**src/rtl/alu_op_decoder_pkg.sv**
```systemverilog
// Shared ALU control codes, MIPS opcode/funct constants and the decoded
// micro-op type used by the instruction-to-ALU decode front end.
package alu_pkg;

   localparam logic [5:0] FUN_ADD = 6'b000000;
   localparam logic [5:0] FUN_SUB = 6'b000001;
   localparam logic [5:0] FUN_AND = 6'b011000;
   localparam logic [5:0] FUN_OR  = 6'b011110;
   localparam logic [5:0] FUN_XOR = 6'b010110;
   localparam logic [5:0] FUN_NOR = 6'b010001;
   localparam logic [5:0] FUN_SLL = 6'b100000;
   localparam logic [5:0] FUN_SRL = 6'b100001;
   localparam logic [5:0] FUN_SRA = 6'b100011;
   localparam logic [5:0] FUN_EQ  = 6'b110011;
   localparam logic [5:0] FUN_NEQ = 6'b110001;
   localparam logic [5:0] FUN_LT  = 6'b110101;
   localparam logic [5:0] FUN_LEZ = 6'b111101;
   localparam logic [5:0] FUN_LTZ = 6'b111011;
   localparam logic [5:0] FUN_GTZ = 6'b111111;

   localparam logic [5:0] OP_RTYPE  = 6'h00;
   localparam logic [5:0] OP_REGIMM = 6'h01;
   localparam logic [5:0] OP_J      = 6'h02;
   localparam logic [5:0] OP_JAL    = 6'h03;
   localparam logic [5:0] OP_BEQ    = 6'h04;
   localparam logic [5:0] OP_BNE    = 6'h05;
   localparam logic [5:0] OP_BLEZ   = 6'h06;
   localparam logic [5:0] OP_BGTZ   = 6'h07;
   localparam logic [5:0] OP_ADDI   = 6'h08;
   localparam logic [5:0] OP_ADDIU  = 6'h09;
   localparam logic [5:0] OP_SLTI   = 6'h0A;
   localparam logic [5:0] OP_SLTIU  = 6'h0B;
   localparam logic [5:0] OP_ANDI   = 6'h0C;
   localparam logic [5:0] OP_ORI    = 6'h0D;
   localparam logic [5:0] OP_LUI    = 6'h0F;
   localparam logic [5:0] OP_LW     = 6'h23;
   localparam logic [5:0] OP_SW     = 6'h2B;

   localparam logic [5:0] FN_SLL  = 6'h00;
   localparam logic [5:0] FN_SRL  = 6'h02;
   localparam logic [5:0] FN_SRA  = 6'h03;
   localparam logic [5:0] FN_JR   = 6'h08;
   localparam logic [5:0] FN_JALR = 6'h09;
   localparam logic [5:0] FN_ADD  = 6'h20;
   localparam logic [5:0] FN_ADDU = 6'h21;
   localparam logic [5:0] FN_SUB  = 6'h22;
   localparam logic [5:0] FN_SUBU = 6'h23;
   localparam logic [5:0] FN_AND  = 6'h24;
   localparam logic [5:0] FN_OR   = 6'h25;
   localparam logic [5:0] FN_XOR  = 6'h26;
   localparam logic [5:0] FN_NOR  = 6'h27;
   localparam logic [5:0] FN_SLT  = 6'h2A;
   localparam logic [5:0] FN_SLTU = 6'h2B;

   typedef struct packed {
      logic [5:0]  ALUFun;
      logic        Sign;
      logic        use_imm;
      logic [31:0] imm32;
      logic        use_shamt;
      logic [4:0]  shamt;
      logic        illegal;
   } uop_t;

   typedef enum logic [1:0] {
      EMPTY = 2'd0,
      ONE   = 2'd1,
      FULL  = 2'd2
   } occ_t;

   function automatic logic [31:0] sext16(input logic [15:0] v);
      return {{16{v[15]}}, v};
   endfunction

endpackage

```
**src/rtl/alu_op_decoder_if.sv**
```systemverilog
// Instruction-in / micro-op-out handshake bundle between fetch, the decoder
// and the ALU operand stage.
interface alu_op_decoder_if #(
   parameter int TAG_W = 32
);
   logic             in_valid;
   logic             in_ready;
   logic [31:0]      in_instr;
   logic [TAG_W-1:0] in_tag;
   logic             out_valid;
   logic             out_ready;
   logic [5:0]       ALUFun;
   logic             Sign;
   logic             use_imm;
   logic [31:0]      imm32;
   logic             use_shamt;
   logic [4:0]       shamt;
   logic             illegal;
   logic [TAG_W-1:0] out_tag;

   modport master (
      output in_valid, in_instr, in_tag, out_ready,
      input  in_ready, out_valid, ALUFun, Sign, use_imm, imm32,
             use_shamt, shamt, illegal, out_tag
   );

   modport slave (
      input  in_valid, in_instr, in_tag, out_ready,
      output in_ready, out_valid, ALUFun, Sign, use_imm, imm32,
             use_shamt, shamt, illegal, out_tag
   );
endinterface

```
**src/rtl/alu_op_decoder_decode_comb.sv**
```systemverilog
// Pure decode table: instruction fields to ALU micro-op. Only the opcode,
// rt and low halfword matter, so rs is not brought in.
module alu_op_decode_comb
   import alu_pkg::*;
(
   input  logic [5:0]  op,
   input  logic [4:0]  rt,
   input  logic [15:0] imm,
   output uop_t        uop
);

   logic [5:0] funct;
   assign funct = imm[5:0];

   always_comb begin
      uop           = '0;
      uop.ALUFun    = FUN_ADD;
      uop.imm32     = sext16(imm);
      uop.shamt     = imm[10:6];
      case (op)
         OP_RTYPE: begin
            case (funct)
               FN_ADD:  uop.Sign = 1'b1;
               FN_ADDU: uop.Sign = 1'b0;
               FN_SUB:  begin uop.ALUFun = FUN_SUB; uop.Sign = 1'b1; end
               FN_SUBU: uop.ALUFun = FUN_SUB;
               FN_AND:  uop.ALUFun = FUN_AND;
               FN_OR:   uop.ALUFun = FUN_OR;
               FN_XOR:  uop.ALUFun = FUN_XOR;
               FN_NOR:  uop.ALUFun = FUN_NOR;
               FN_SLT:  begin uop.ALUFun = FUN_LT; uop.Sign = 1'b1; end
               FN_SLTU: uop.ALUFun = FUN_LT;
               FN_SLL:  begin uop.ALUFun = FUN_SLL; uop.use_shamt = 1'b1; end
               FN_SRL:  begin uop.ALUFun = FUN_SRL; uop.use_shamt = 1'b1; end
               FN_SRA:  begin uop.ALUFun = FUN_SRA; uop.use_shamt = 1'b1; end
               FN_JR, FN_JALR: uop.Sign = 1'b0;
               default: uop.illegal = 1'b1;
            endcase
         end
         OP_ADDI, OP_LW, OP_SW: begin
            uop.Sign    = 1'b1;
            uop.use_imm = 1'b1;
         end
         OP_ADDIU: uop.use_imm = 1'b1;
         OP_ANDI: begin
            uop.ALUFun  = FUN_AND;
            uop.use_imm = 1'b1;
            uop.imm32   = {16'h0, imm};
         end
         OP_ORI: begin
            uop.ALUFun  = FUN_OR;
            uop.use_imm = 1'b1;
            uop.imm32   = {16'h0, imm};
         end
         OP_SLTI: begin
            uop.ALUFun  = FUN_LT;
            uop.Sign    = 1'b1;
            uop.use_imm = 1'b1;
         end
         OP_SLTIU: begin
            uop.ALUFun  = FUN_LT;
            uop.use_imm = 1'b1;
         end
         OP_LUI: begin
            uop.use_imm = 1'b1;
            uop.imm32   = {imm, 16'h0};
         end
         // Branches compare rs against rt (or zero), never the immediate.
         OP_BEQ:  begin uop.ALUFun = FUN_EQ;  uop.Sign = 1'b1; end
         OP_BNE:  begin uop.ALUFun = FUN_NEQ; uop.Sign = 1'b1; end
         OP_BLEZ: begin uop.ALUFun = FUN_LEZ; uop.Sign = 1'b1; end
         OP_BGTZ: begin uop.ALUFun = FUN_GTZ; uop.Sign = 1'b1; end
         OP_REGIMM: begin
            if (rt == 5'd0) begin
               uop.ALUFun = FUN_LTZ;
               uop.Sign   = 1'b1;
            end else begin
               uop.illegal = 1'b1;
            end
         end
         OP_J, OP_JAL: uop.Sign = 1'b0;
         default: uop.illegal = 1'b1;
      endcase
   end

endmodule

```
**src/rtl/alu_op_decoder.sv**
```systemverilog
// Decode front end: combinational decode into a 2-entry skid buffer so the
// producer sees a registered ready and full throughput survives backpressure.
module alu_op_decoder
   import alu_pkg::*;
#(
   parameter int TAG_W = 32,
   parameter int DEPTH = 2
)(
   input  logic             clk,
   input  logic             reset,
   input  logic             flush,
   alu_op_decoder_if.slave  bus
);

   occ_t             state_q, state_d;
   uop_t             ent_q [DEPTH];
   logic [TAG_W-1:0] tag_q [DEPTH];
   uop_t             dec;
   logic             push, pop;
   logic             ld_head, ld_tail, shift;

   alu_op_decode_comb u_dec (
      .op  (bus.in_instr[31:26]),
      .rt  (bus.in_instr[20:16]),
      .imm (bus.in_instr[15:0]),
      .uop (dec)
   );

   // Ready comes from the state register only; out_ready never reaches it.
   assign bus.in_ready  = (state_q != FULL);
   assign bus.out_valid = (state_q != EMPTY);
   assign push = bus.in_valid & bus.in_ready;
   assign pop  = bus.out_valid & bus.out_ready;

   always_ff @(posedge clk or negedge reset) begin
      if (!reset) state_q <= EMPTY;
      else        state_q <= state_d;
   end

   always_comb begin
      state_d = state_q;
      ld_head = 1'b0;
      ld_tail = 1'b0;
      shift   = 1'b0;
      if (flush) begin
         state_d = EMPTY;
      end else begin
         case (state_q)
            EMPTY: begin
               if (push) begin
                  state_d = ONE;
                  ld_head = 1'b1;
               end
            end
            ONE: begin
               case ({push, pop})
                  2'b10: begin state_d = FULL;  ld_tail = 1'b1; end
                  2'b01: state_d = EMPTY;
                  2'b11: begin state_d = ONE;   ld_head = 1'b1; end
                  default: state_d = ONE;
               endcase
            end
            FULL: begin
               if (pop) begin
                  state_d = ONE;
                  shift   = 1'b1;
               end
            end
            default: state_d = EMPTY;
         endcase
      end
   end

   // Entry 0 is always the head; the tail slides forward when the head pops.
   always_ff @(posedge clk or negedge reset) begin
      if (!reset) begin
         for (int i = 0; i < DEPTH; i++) begin
            ent_q[i] <= '0;
            tag_q[i] <= '0;
         end
      end else begin
         if (ld_head) begin
            ent_q[0] <= dec;
            tag_q[0] <= bus.in_tag;
         end else if (shift) begin
            ent_q[0] <= ent_q[1];
            tag_q[0] <= tag_q[1];
         end
         if (ld_tail) begin
            ent_q[1] <= dec;
            tag_q[1] <= bus.in_tag;
         end
      end
   end

   assign bus.ALUFun    = ent_q[0].ALUFun;
   assign bus.Sign      = ent_q[0].Sign;
   assign bus.use_imm   = ent_q[0].use_imm;
   assign bus.imm32     = ent_q[0].imm32;
   assign bus.use_shamt = ent_q[0].use_shamt;
   assign bus.shamt     = ent_q[0].shamt;
   assign bus.illegal   = ent_q[0].illegal;
   assign bus.out_tag   = tag_q[0];

endmodule

```
**src/flat_wrapper.sv**
```systemverilog
// flat-port wrapper written by rule: the top's interface ports become plain ports
module alu_op_decoder_flat import alu_pkg::*;
#(
   parameter int TAG_W = 32,
   parameter int DEPTH = 2
)
  (clk, reset, flush, bus_in_valid, bus_in_instr, bus_in_tag, bus_out_ready, bus_in_ready, bus_out_valid, bus_ALUFun, bus_Sign, bus_use_imm, bus_imm32, bus_use_shamt, bus_shamt, bus_illegal, bus_out_tag);
  alu_op_decoder_if #(.TAG_W(TAG_W)) bus_i ();
  input  logic clk;
  input  logic reset;
  input  logic flush;
  input wire logic [$bits(bus_i.in_valid)-1:0] bus_in_valid;
  input wire logic [$bits(bus_i.in_instr)-1:0] bus_in_instr;
  input wire logic [$bits(bus_i.in_tag)-1:0] bus_in_tag;
  input wire logic [$bits(bus_i.out_ready)-1:0] bus_out_ready;
  output wire logic [$bits(bus_i.in_ready)-1:0] bus_in_ready;
  output wire logic [$bits(bus_i.out_valid)-1:0] bus_out_valid;
  output wire logic [$bits(bus_i.ALUFun)-1:0] bus_ALUFun;
  output wire logic [$bits(bus_i.Sign)-1:0] bus_Sign;
  output wire logic [$bits(bus_i.use_imm)-1:0] bus_use_imm;
  output wire logic [$bits(bus_i.imm32)-1:0] bus_imm32;
  output wire logic [$bits(bus_i.use_shamt)-1:0] bus_use_shamt;
  output wire logic [$bits(bus_i.shamt)-1:0] bus_shamt;
  output wire logic [$bits(bus_i.illegal)-1:0] bus_illegal;
  output wire logic [$bits(bus_i.out_tag)-1:0] bus_out_tag;
  assign bus_i.in_valid = bus_in_valid;
  assign bus_i.in_instr = bus_in_instr;
  assign bus_i.in_tag = bus_in_tag;
  assign bus_i.out_ready = bus_out_ready;
  assign bus_in_ready = bus_i.in_ready;
  assign bus_out_valid = bus_i.out_valid;
  assign bus_ALUFun = bus_i.ALUFun;
  assign bus_Sign = bus_i.Sign;
  assign bus_use_imm = bus_i.use_imm;
  assign bus_imm32 = bus_i.imm32;
  assign bus_use_shamt = bus_i.use_shamt;
  assign bus_shamt = bus_i.shamt;
  assign bus_illegal = bus_i.illegal;
  assign bus_out_tag = bus_i.out_tag;
  alu_op_decoder #(.TAG_W(TAG_W), .DEPTH(DEPTH)) u_core (.clk(clk), .reset(reset), .flush(flush), .bus(bus_i));
endmodule
```
**config.mk**
```make
export PLATFORM = sky130hd
export DESIGN_NAME = alu_op_decoder_flat
export DESIGN_NICKNAME = d
export VERILOG_FILES = /design/src/rtl/alu_op_decoder_pkg.sv /design/src/rtl/alu_op_decoder_if.sv /design/src/rtl/alu_op_decoder_decode_comb.sv /design/src/rtl/alu_op_decoder.sv /design/src/flat_wrapper.sv
export SDC_FILE = /design/constraint.sdc
export NUM_CORES = 1
export LEC_CHECK = 0
export CAP_MARGIN = 20
export CORE_ASPECT_RATIO = 0.75
export CORE_MARGIN = 10
export CORE_UTILIZATION = 50
export CTS_BUF_LIST = sky130_fd_sc_hd__clkbuf_4 sky130_fd_sc_hd__clkbuf_8
export CTS_CLUSTER_DIAMETER = 120
export DETAILED_ROUTE_END_ITERATION = 7
export PLACE_DENSITY = 0.77
export RECOVER_POWER = 100
export REMOVE_ABC_BUFFERS = 1
export SETUP_SLACK_MARGIN = 0.4
export SLEW_MARGIN = 40
export SYNTH_ARGS = -nofsm -noshare
export SYNTH_HDL_FRONTEND = slang
export SYNTH_SLANG_ARGS = --single-unit
```
**constraint.sdc**
```tcl
create_clock -name clk -period 2.6 [get_ports clk]
set_input_delay 0.26 -clock clk [delete_from_list [all_inputs] [get_ports clk]]
set_output_delay 0.26 -clock clk [all_outputs]
set_load 0.02 [all_outputs]
```
After elaboration in Yosys (flattened, before gate mapping). Cells that the tools add are included.

Flip-flop bits (word level): 160. Input bits: 69.

Equality and inequality tests: 38. Mux-type cells: 31. Bitwise logic cells: 2. Reduce and logical (&&, ||, !) cells: 17.

Operators with widths (number): $pmux W6 S9 (2); $mux W47 (2); $eq A6 B6 Y1 const B (12); $mux W32 (2); $pmux W32 S2 (1); $eq A6 B4 Y1 const B (9); $reduce_or A15 Y1 (2); $eq A6 B2 Y1 const B (4); $eq A6 B3 Y1 const B (4); $mux W1 (15); $logic_not A6 Y1 (2); $reduce_or A9 Y1 (1); $reduce_or A2 Y1 (4); $reduce_or A8 Y1 (1); $mux W7 (1); $eq A2 B2 Y1 const B (3); $eq A6 B1 Y1 const B (1); $mux W2 (3); $ne A3 B2 Y1 const B (2); $pmux W1 S3 (2); $pmux W2 S3 (1); $reduce_or A3 Y1 (2); $logic_not A5 Y1 (1); $eq A2 B1 Y1 const B (2); 7 further kinds (9).

Logic depth before layout (Yosys ltp). Gate-level depths: netlist (run 1).

Depth after elaboration: 7. Mapped depth: 12. Mapped depth without buffers: 8.

By module. A second synthesis (run 1) with hierarchy kept.

Cell total of the unflattened synthesis: 657. Area, all modules: 8008.9 µm².

Modules (own cells, without submodules): alu_op_decoder (instances 1, cells an instance 522, area an instance 7159.4 µm²); alu_op_decode_comb (instances 1, cells an instance 135, area an instance 849.6 µm²).

Least setup slack after synthesis (run 1). No wires, ideal clock.

Path type: reg2reg. Start point: reg u_core.state_q[0]. End point: reg u_core.ent_q, in the netlist u_core.bus.imm32[10]. Library setup time: 0.129 ns. Arrival: 2.124 ns. Path slack: 0.347 ns. Stages on the path, launching flop included: 12. Buffers on the path: 3. Cells stage by stage: dfrtp_1 -> buf_6 -> or2_2 -> nand2_1 -> inv_1 -> ha_1 -> mux2_4 -> and2_1 -> clkbuf_1 -> buf_2 -> a211oi_1 -> a21oi_2.

Cells in the longest elaborated chain, start to end: 7.

RTL lines: from (decl) (RTL line alu_op_decoder.sv:15) `occ_t state_q, state_d;`; from (signal assigned) (RTL line alu_op_decoder.sv:37) `else state_q <= state_d;`; $reduce_bool A2 Y1 (*) (RTL line alu_op_decoder.sv:31) `assign bus.out_valid = (state_q != EMPTY);`; net bus_out_valid (RTL line flat_wrapper.sv:17) `output wire logic [$bits(bus_i.out_valid)-1:0] bus_out_valid;`; $and A1 B1 Y1 (*) (RTL line alu_op_decoder.sv:33) `assign pop = bus.out_valid & bus.out_ready;`; $eq A2 B2 Y1 (RTL line alu_op_decoder.sv:56) `case ({push, pop})`; $mux W1 (RTL line alu_op_decoder.sv:56); $pmux W1 S2 (RTL line alu_op_decoder.sv:48) `case (state_q)`; $mux W1 (RTL line alu_op_decoder.sv:45) `if (flush) begin`; $mux W47 / $reduce_bool A2 Y1 (equally long branches); to (decl) (RTL line alu_op_decoder.sv:16) `uop_t ent_q [DEPTH];`.

Mark *: on every way through the listed nets, which the timed path passes. The rest lies on a longest branch. A chain may end at the register's enable or synchronous reset.

Worst setup path in the final report (run 1).
Start point: reg u_core.state_q[1]. End point: reg u_core.ent_q, in the netlist u_core.bus.imm32[1].

Cells in the longest elaborated chain, start to end: 7.

RTL lines (RTL line): $ne A2 B2 Y1 / $reduce_bool A2 Y1 (equally long branches) (alu_op_decoder.sv:30, alu_op_decoder.sv:31); $and A1 B1 Y1 (on tied branches) (alu_op_decoder.sv:32, alu_op_decoder.sv:33); $eq A2 B2 Y1 (alu_op_decoder.sv:56); $mux W1 (alu_op_decoder.sv:56); $pmux W1 S2 (alu_op_decoder.sv:48); $mux W1 (alu_op_decoder.sv:45); $mux W47 / $reduce_bool A2 Y1 (equally long branches).

Parallel ways exist; a longest one is shown, timed or not.

==> summary.md, run 1 <==
| Metric | Value |
|---|---|
| Most common cell after layout, fill and taps aside | nand2_1 |
| DRC viols | 0 |
| First-pass GRT wire length | between 30000 and 40000 um |
| Core area | around 16000 um2 |
| Port-buffer cells | ~140 |
| End of the critical path | u_core.bus.imm32[1]$_DFFE_PN0P_ |
| Worst-path clk slew | 0.10 ns |
| Drt pass-1 iters | 5 |
| Critical Path Start | u_core.state_q[1]$_DFFE_PN0P_ |
| Fin crit period | around 2.2 ns |
| Async S/R FF share, synth | 100.0% |
| Syn avg cell area | 9.408 um2 |
| Worst r2r dst | u_core.bus.imm32[1]$_DFFE_PN0P_ |
| Register area share after synthesis | between 40% and 50% |
| WP data required | a little under 3 ns |
| All-Layer GR Usage | 17.90% |
| Power per cell area | roughly 800 nW/um2 |
| Failing checks | capacitance limit, slew limit |
| Row count | 40 |
| Leak | between 4 and 5 nW |
| Vias in the first global route | approximately 6100 |
| Die H | between 100 and 150 um |
| Antenna viol nets, final | 0 |
| Die ar. | between 20000 and 25000 um2 |
| GPL Wtd Cong | 0.8760 |
| Status | finished, violations left |
| WP data arrival | ~2.6 ns |
| Layout Cells excl Fill | ~1100 |
| Worst r2r path cells | 10 |
| Max Root-Sink Buffers | 2 |
| Part of the cycle the worst path needs | 85.73% |
| Most frequent cells in the layout | nand2_1, dfrtp_1, dlygate4sd3_1, clkdlybuf4s50_1, a22oi_1 |
| Crit end category | flop |
| Layout cell share with drive strength beyond 1 | 12.28% |
| Root Buffer | clkbuf_8 |
| Post-DP HPWL | 13180 um |
| Antenna violations before repair | 1 |
| Setup CP Type | flop to flop |
| Placed insts | between 1000 and 1500 |
| Post-Syn Area | between 8000 and 9000 um2 |
| Tightest Pin Transition | 1.538 ns |
| Synth cell types | 61 |
| Max Slew Vio Count | 29 |
| Highest clock rate | about 0.45 GHz |
| Initial Util | about half |
| Yosys reg bits | 160 |
| Post-DR vias/cell | between 5 and 6 |
| TritonCTS clock tree | built |
| Mapped Cells | roughly 860 |
| Largest net degree at the start of global routing | a little under 70 |
| RSZ-0062 raised after global routing | yes |
| Avg WL per Cell | between 15 and 20 um |
| Fin nets | a little under 1000 |
| Final setup viols | 0 |
| Width of the die | about 170 um |
| Final Cell Area | roughly 9700 um2 |
| Worst Skew | roughly 0.011 ns |
| EDFF count, synth | 0 |
| GR Overflow Total | 0 |
| Hold Violations, Final | 0 |
| Drt total wl | about 20000 um |
| Number of max-cap violations | 1 |
| Number of H-tree levels | 4 |
| Slew headroom | -2.545% |
| Critical path peak fanout | 18 |
| Antenna diodes | 0 |
| Syn-to-layout area delta | 20.11% |
| Internal reg-to-reg setup slack | about 0.37 ns |
| Via Count | approximately 6200 |
| Clk_lat worst skew | 0.46 ns |
| IO Pins | 150 |
| Ys Warns | 0 |
| Initial drt markers | ~530 |
| Startpoint type of the worst setup path | flop |
| Maximum VDD drop | a little under 0.4 mV |
| CTS Buf Count | 17 |
| Top FF cell, synth | dfrtp_1 |
| Hold WC Path Type | input port to asynchronous set/reset pin |
| Num Clock Sinks | 160 |
| Reg2Reg Launch Point | u_core.state_q[1]$_DFFE_PN0P_ |
| DP Area | between 9000 and 10000 um2 |
[what timing repair did]
| item | CTS | global route |
|---|---|---|
| pin swaps | 0 | 2 |
| hold buffers | 1 | 0 |
| cloned | 0 | 2 |
| endpoints found under the hold margin | 27 | 0 |
| resized for setup | 3 | 19 |
| buffers inserted | 1 | 5 |
| endpoints found under the setup margin | 44 | 61 |
[cell families after synthesis]
logic type / synth area share, %
multiplexers: 0.9466
AND/OR/NAND/NOR: 19.80
AO/OA/AOI/OAI: 17.54
buffers and inverters: 11.75
adder cells (fa/ha/maj): 0.3103
flip-flops: 49.66
[state kept, by name, summed over array words and instances (netlist names)]
signal,cells
u_core.bus.out_tag,32
u_core.tag_q,32
u_core.bus.illegal,1
u_core.bus.Sign,1
u_core.bus.ALUFun,6
u_core.ent_q,47
u_core.bus.shamt,5
u_core.bus.use_shamt,1
u_core.state_q,2
u_core.bus.imm32,32
u_core.bus.use_imm,1
[how the worst min path moves through the flow]
stage,end,slack [ns],depth (start not counted)
after floorplan,u_core.bus.ALUFun[0]$_DFFE_PN0P_,-0.04,0
after global placement,u_core.bus.imm32[28]$_DFFE_PN0P_,0.15,1
after detailed placement,u_core.bus.imm32[30]$_DFFE_PN0P_,0.16,1
after CTS,u_core.ent_q[10]$_DFFE_PN0P_,0.22,2
after global routing,u_core.ent_q[10]$_DFFE_PN0P_,0.24,2
final,u_core.ent_q[10]$_DFFE_PN0P_,0.24,2
[power breakdown]
part / leakage, nW / internal, mW / total (mW) / switching (mW)
Combinational: 2.18 / 0.915 / 2.08 / 1.16
Clock: 0.217 / 1.09 / 2.08 / 0.988
Sequential: 1.98 / 3.15 / 3.52 / 0.369
Total: 4.38 / 5.16 / 7.68 / 2.52
[layer usage]
metal / part of all wire [%] / GRT usage [%]
met5: 0.065 / 0
met4: 0.66 / 3.916
met2: 43 / 26.59
met1: 46 / 24.31
met3: 9.5 / 6.971
[Yosys cell counts, types with 2 or more instances]
cell type	instances	share of area, %
ha_1	2	0.31
o21ai_0	32	2.0
and2_1	3	0.23
nor3_1	2	0.12
a22oi_1	53	4.9
nand3b_1	2	0.19
nor2_1	14	0.65
a21oi_2	16	1.7
or3_1	2	0.16
a21oi_1	31	1.9
buf_1	6	0.28
a221oi_1	2	0.22
or4b_1	2	0.25
nand4b_1	4	0.43
a211oi_1	24	2.2
nor3_4	2	0.40
inv_1	5	0.23
buf_6	9	1.3
buf_2	21	1.3
nand2_4	9	1.3
o31ai_1	6	0.56
a31oi_1	10	0.78
nand2b_1	3	0.23
mux2i_1	5	0.62
o21ai_1	12	0.74
nand3_1	3	0.19
nor2b_1	30	2.3
o21ai_2	10	1.1
or2_2	2	0.16
or3b_2	3	0.33
clkbuf_1	25	1.2
buf_4	78	7.3
nand2_1	240	11
dfrtp_1	160	50
nor4_1	3	0.23
[critical path: stages (launching register included)]
cell	delay [ns]
dfrtp_1	0.35
clkbuf_1	0.19
nand2_1	0.11
and2_0	0.19
ha_1	0.18
mux2_4	0.28
and2_4	0.21
clkbuf_1	0.13
clkbuf_4	0.28
nand3_2	0.14
o21ai_2	0.06
[area by class of cell]
class	instances	area, um2
fillers	1360	6231
flip-flops and latches	160	4004
multi-input cells	553	3151
repair buffers	178	1797
well taps	210	262.8
clock buffers	18	247.7
clock inverters	14	203.9
inverters	5	18.77
[through the flow]
| step | setup slack (ns) | setup TNS (ns) | hold WS (ns) | power [mW] | util (%) |
|---|---|---|---|---|---|
| final | 0.3709 | 0 | 0.2368 | 7.679 | 60.85 |
| after global routing | 0.2116 | 0 | 0.2430 | 8.142 | 60.85 |
| after CTS | 0.4094 | 0 | 0.2250 | 7.846 | 60.76 |
| after detailed placement | 0.2935 | 0 | 0.1576 | 5.748 | 57.73 |
| after global placement | 0.3595 | 0 | 0.1547 | 5.682 | 57.73 |
| after floorplan | -1.388 | -162.09 | -0.03559 | 4.635 | - |
Note: power is estimated with default switching activity, not from simulation.
==> run 2, diff against run 1 <==
Settings changed: ABC_AREA set to 1.
==> summary.md, run 2 <==
| Metric | Value |
|---|---|
| Status | complete, no violations |
| Syn-to-layout area delta | 15.67% |
| Width of the die | 167.7 um (+0.65%) |
| Fillcell total | 1421 (+4.5%) |
| Startpoint type of the worst setup path | flop |
| Reg area | 4004 um2 (unchanged) |
| Clk_lat worst skew | 0.46 ns (about the same) |
| WP buf/inv | 3 (unchanged) |
| GR Overflow Total | 0 (unchanged) |
| Final Cell Area | 9465 um2 (-2.3%) |
| Avg WL per Cell | 15.98 um (-9.3%) |
| Port-buffer cells | 144 (unchanged) |
| Syn avg cell area | 8.384 um2 (-11%) |
| Yosys reg bits | 160 (unchanged) |
| Setup CP Type | flop to flop |
| Drt total wl | 20130 um (+0.46%) |
| Final core utilization | 59.10% (-1.7 points) |
| DP Area | 9168 um2 (-0.22%) |
| Via Count | 6490 (+4.4%) |
| Num Clock Sinks | 160 (unchanged) |
| Vias in the first global route | 6413 (+5.6%) |
| Hold_ws | 0.2598 ns (+0.02297 ns) |
| Register area share after synthesis | 48.93% (-0.73 points) |
| Most flop-heavy register | u_core.ent_q |
| Final setup viols | 0 (unchanged) |
| Fin crit period | 2.224 ns (-0.004831 ns) |
| RSZ-0062 raised after global routing | no |
| Slew headroom | 66.88% (+69 points) |
| Core area | 16020 um2 (+0.63%) |
| Fin nets | 1109 (+12%) |
| First-pass GRT wire length | 32830 um (+3.4%) |
| Drt pass-1 iters | 5 (unchanged) |
| Highest clock rate | 0.4496 GHz (+0.22%) |
| GPL Wtd Cong | 0.8867 (+1.2%) |
| Top cells by area, synth | dfrtp_1, nand2_1, buf_4 |
| Root Buffer | clkbuf_8 |
| Initial drt markers | 697 (+31%) |
| Top FF cell, synth | dfrtp_1 |
| Tightest Pin Transition | 0.4969 ns (-1.041 ns) |
| Number of max-cap violations | 0 (-1) |
| Critical path's slowest cell | dfrtp_1 |
| Layout cell share with drive strength beyond 1 | 6.571% (-5.7 points) |
| All-Layer GR Usage | 18.55% (+0.65 points) |
| DRC viols | 0 (unchanged) |
| Largest register FFs | 47 (unchanged) |
| IO Pins | 150 (unchanged) |
| Hold WC Path Type | input port to asynchronous set/reset pin |
| Post-DP HPWL | 13740 um (+4.2%) |
| Mapped Cells | 976 (+14%) |
| Total power draw | 7.778 mW (+1.3%) |
| Most used cell, CP | nand2_1 |
| Leak | 4.445 nW (+1.5%) |
| Initial Util | 51.09% (+0.43 points) |
| Critical-path cell list | inv_1 -> nand2_1 -> inv_1 -> nor2_1 -> ha_1 -> nand2_1 -> o21ai_0 -> nand2_4 -> nand2_4 -> inv_6 -> nand2_1 -> o211ai_1 |
| Antenna violations before repair | 0 (-1) |
| Antenna diodes | 0 (unchanged) |
| Critical Path Start | u_core.state_q[1]$_DFFE_PN0P_ |
| Post-Syn Area | 8183 um2 (+1.5%) |
| WP data required | 2.97 ns (+0.02 ns) |
| Die ar. | 21940 um2 (+1.3%) |
| Maximum VDD drop | 0.3661 mV (-7.1%) |
| Worst-path clk slew | 0.09 ns (about the same) |
| WP data arrival | 2.60 ns (+0.02 ns) |
| Footprint of the multi-input gates | 2688 um2 (-15%) |
| Worst Skew | 0.009890 ns (-0.0006427 ns) |
| Synth cell types | 34 (-44%) |
| Most common cell after layout, fill and taps aside | nand2_1 |
| Commonest cells in the netlist | nand2_1, dfrtp_1, inv_1 |
| Post-CTS setup buffer count | 0 (-1) |
| Power per cell area | 821.8 nW/um2 (+3.6%) |
| Largest net degree at the start of global routing | 65 (-4.4%) |
| Antenna viol nets, final | 0 (unchanged) |
| TritonCTS clock tree | built |
| Part of the cycle the worst path needs | 85.55% (-0.19 points) |
| Leading area contributor after synthesis | dfrtp_1 |
| Die H | 130.8 um (+0.63%) |
| Ys Warns | 0 (unchanged) |
| Async S/R FF share, synth | 100.0% (unchanged) |
| Setup TNS | 0 ns (unchanged) |
| Number of H-tree levels | 4 (unchanged) |
| Top-count cell post-synth | nand2_1 |
| EDFF count, synth | 0 (unchanged) |
| Max Root-Sink Buffers | 2 (unchanged) |
| Most frequent cells in the layout | nand2_1, dfrtp_1, inv_1, o21ai_0, dlygate4sd3_1 |
| Row count | 40 (unchanged) |
| Area share of the leading cell type in the synthesized netlist | 48.93% (-0.73 points) |
| Post-DR vias/cell | 5.151 (-5.7%) |
| Crit end category | flop |
| Hold Violations, Final | 0 (unchanged) |
| Critical path peak fanout | 54 (+36) |
| Critical Path Max Stage Delay | 0.42 ns (+0.07 ns) |
| CTS Buf Count | 17 (unchanged) |
| Reg2Reg Launch Point | u_core.state_q[1]$_DFFE_PN0P_ |
| Critical path's top delay family | simple AND/OR/NAND/NOR gates |
| Max Slew Vio Count | 0 (-100%) |
run 2: cell types whose count changed in the layout (fill, tap and decap cells not counted), moves of 11 or more:
cell      delta
a211oi_1    -14
a21oi_1     -11
a21oi_2     -15
a22oi_1     -52
inv_1      +115
nand2_1     +19
nand3_1     +22
nor2_1      +34
nor2b_1     -30
o211ai_1    +52
o21ai_0     +74
run 2: through the flow:
| step | setup WS [ns] | instances |
|---|---|---|
| floorplan | 0.02676 | 854 |
| global placement | 0.3323 | 1228 |
| detailed placement | 0.2744 | 1228 |
| CTS | 0.4231 | 1260 |
| global route | 0.2277 | 1260 |
| finish | 0.3757 | 1260 |
run 2: final cells by class:
| type | instances | share of cell area [%] |
|---|---|---|
| Sequential cell | 160 | 42.30 |
| Clock inverter | 10 | 1.110 |
| Multi-Input combinational cell | 568 | 28.39 |
| Timing Repair Buffer | 165 | 17.37 |
| Inverter | 126 | 5.129 |
| Clock buffer | 21 | 2.921 |
| Tap cell | 210 | 2.776 |
run 2: final timing paths:
| path | slack, ns | cells past startpoint | end |
|---|---|---|---|
| worst max-delay path | 0.38 | 12 | u_core.bus.out_tag[2]$_DFFE_PN0P_ |
| worst min-delay path | 0.26 | 2 | u_core.bus.out_tag[18]$_DFFE_PN0P_ |
| worst max register to register | 0.38 | 12 | u_core.bus.out_tag[2]$_DFFE_PN0P_ |
| max in group asynchronous | 1.67 | 3 | u_core.bus.imm32[4]$_DFFE_PN0P_ |
| min in group clk | 0.39 | 3 | u_core.tag_q[21]$_DFFE_PN0P_ |
| worst min register to register | 0.48 | 2 | u_core.bus.illegal$_DFFE_PN0P_ |
run 2: kinds of logic after synthesis:
kind of cell               count (synthesis)  share of synthesized area [%]
and+or+nand+nor                          356                          18.01
buffers and inverters                    248                          17.11
AOI/OAI and AO/OA                        208                          15.40
DFF                                      160                          48.93
muxes                                      2                         0.2447
adders and majority gates                  2                         0.3058
run 2: metal layers:
| metal | up-vias | GRT usage, % | share of wire, % |
|---|---|---|---|
| li1 | 3164 | - | - |
| met1 | 3083 | 25.01 | 48 |
| met2 | 222 | 27.58 | 43 |
| met3 | 21 | 5.998 | 7.7 |
| met4 | 0 | 6.588 | 1.3 |
| met5 | - | 0 | 0 |
run 2: report_power, final:
group | internal, mW | leakage (nW) | switching [mW]
Clock | 0.835 | 0.186 | 0.953
Combinational | 0.996 | 2.30 | 1.42
Sequential | 3.26 | 1.96 | 0.313
Total | 5.09 | 4.45 | 2.69
run 2: repair_timing:
item,in CTS,in global routing
gates resized for setup,0,3
hold endpoints to repair,33,0
setup endpoints to repair,0,60
hold buffers,1,0
==> run 3, diff against run 2 <==
Settings changed: SKIP_LAST_GASP set to 1.
==> results of run 3 <==
Same layout as run 2: the final DEF is identical, and so are final timing and power.
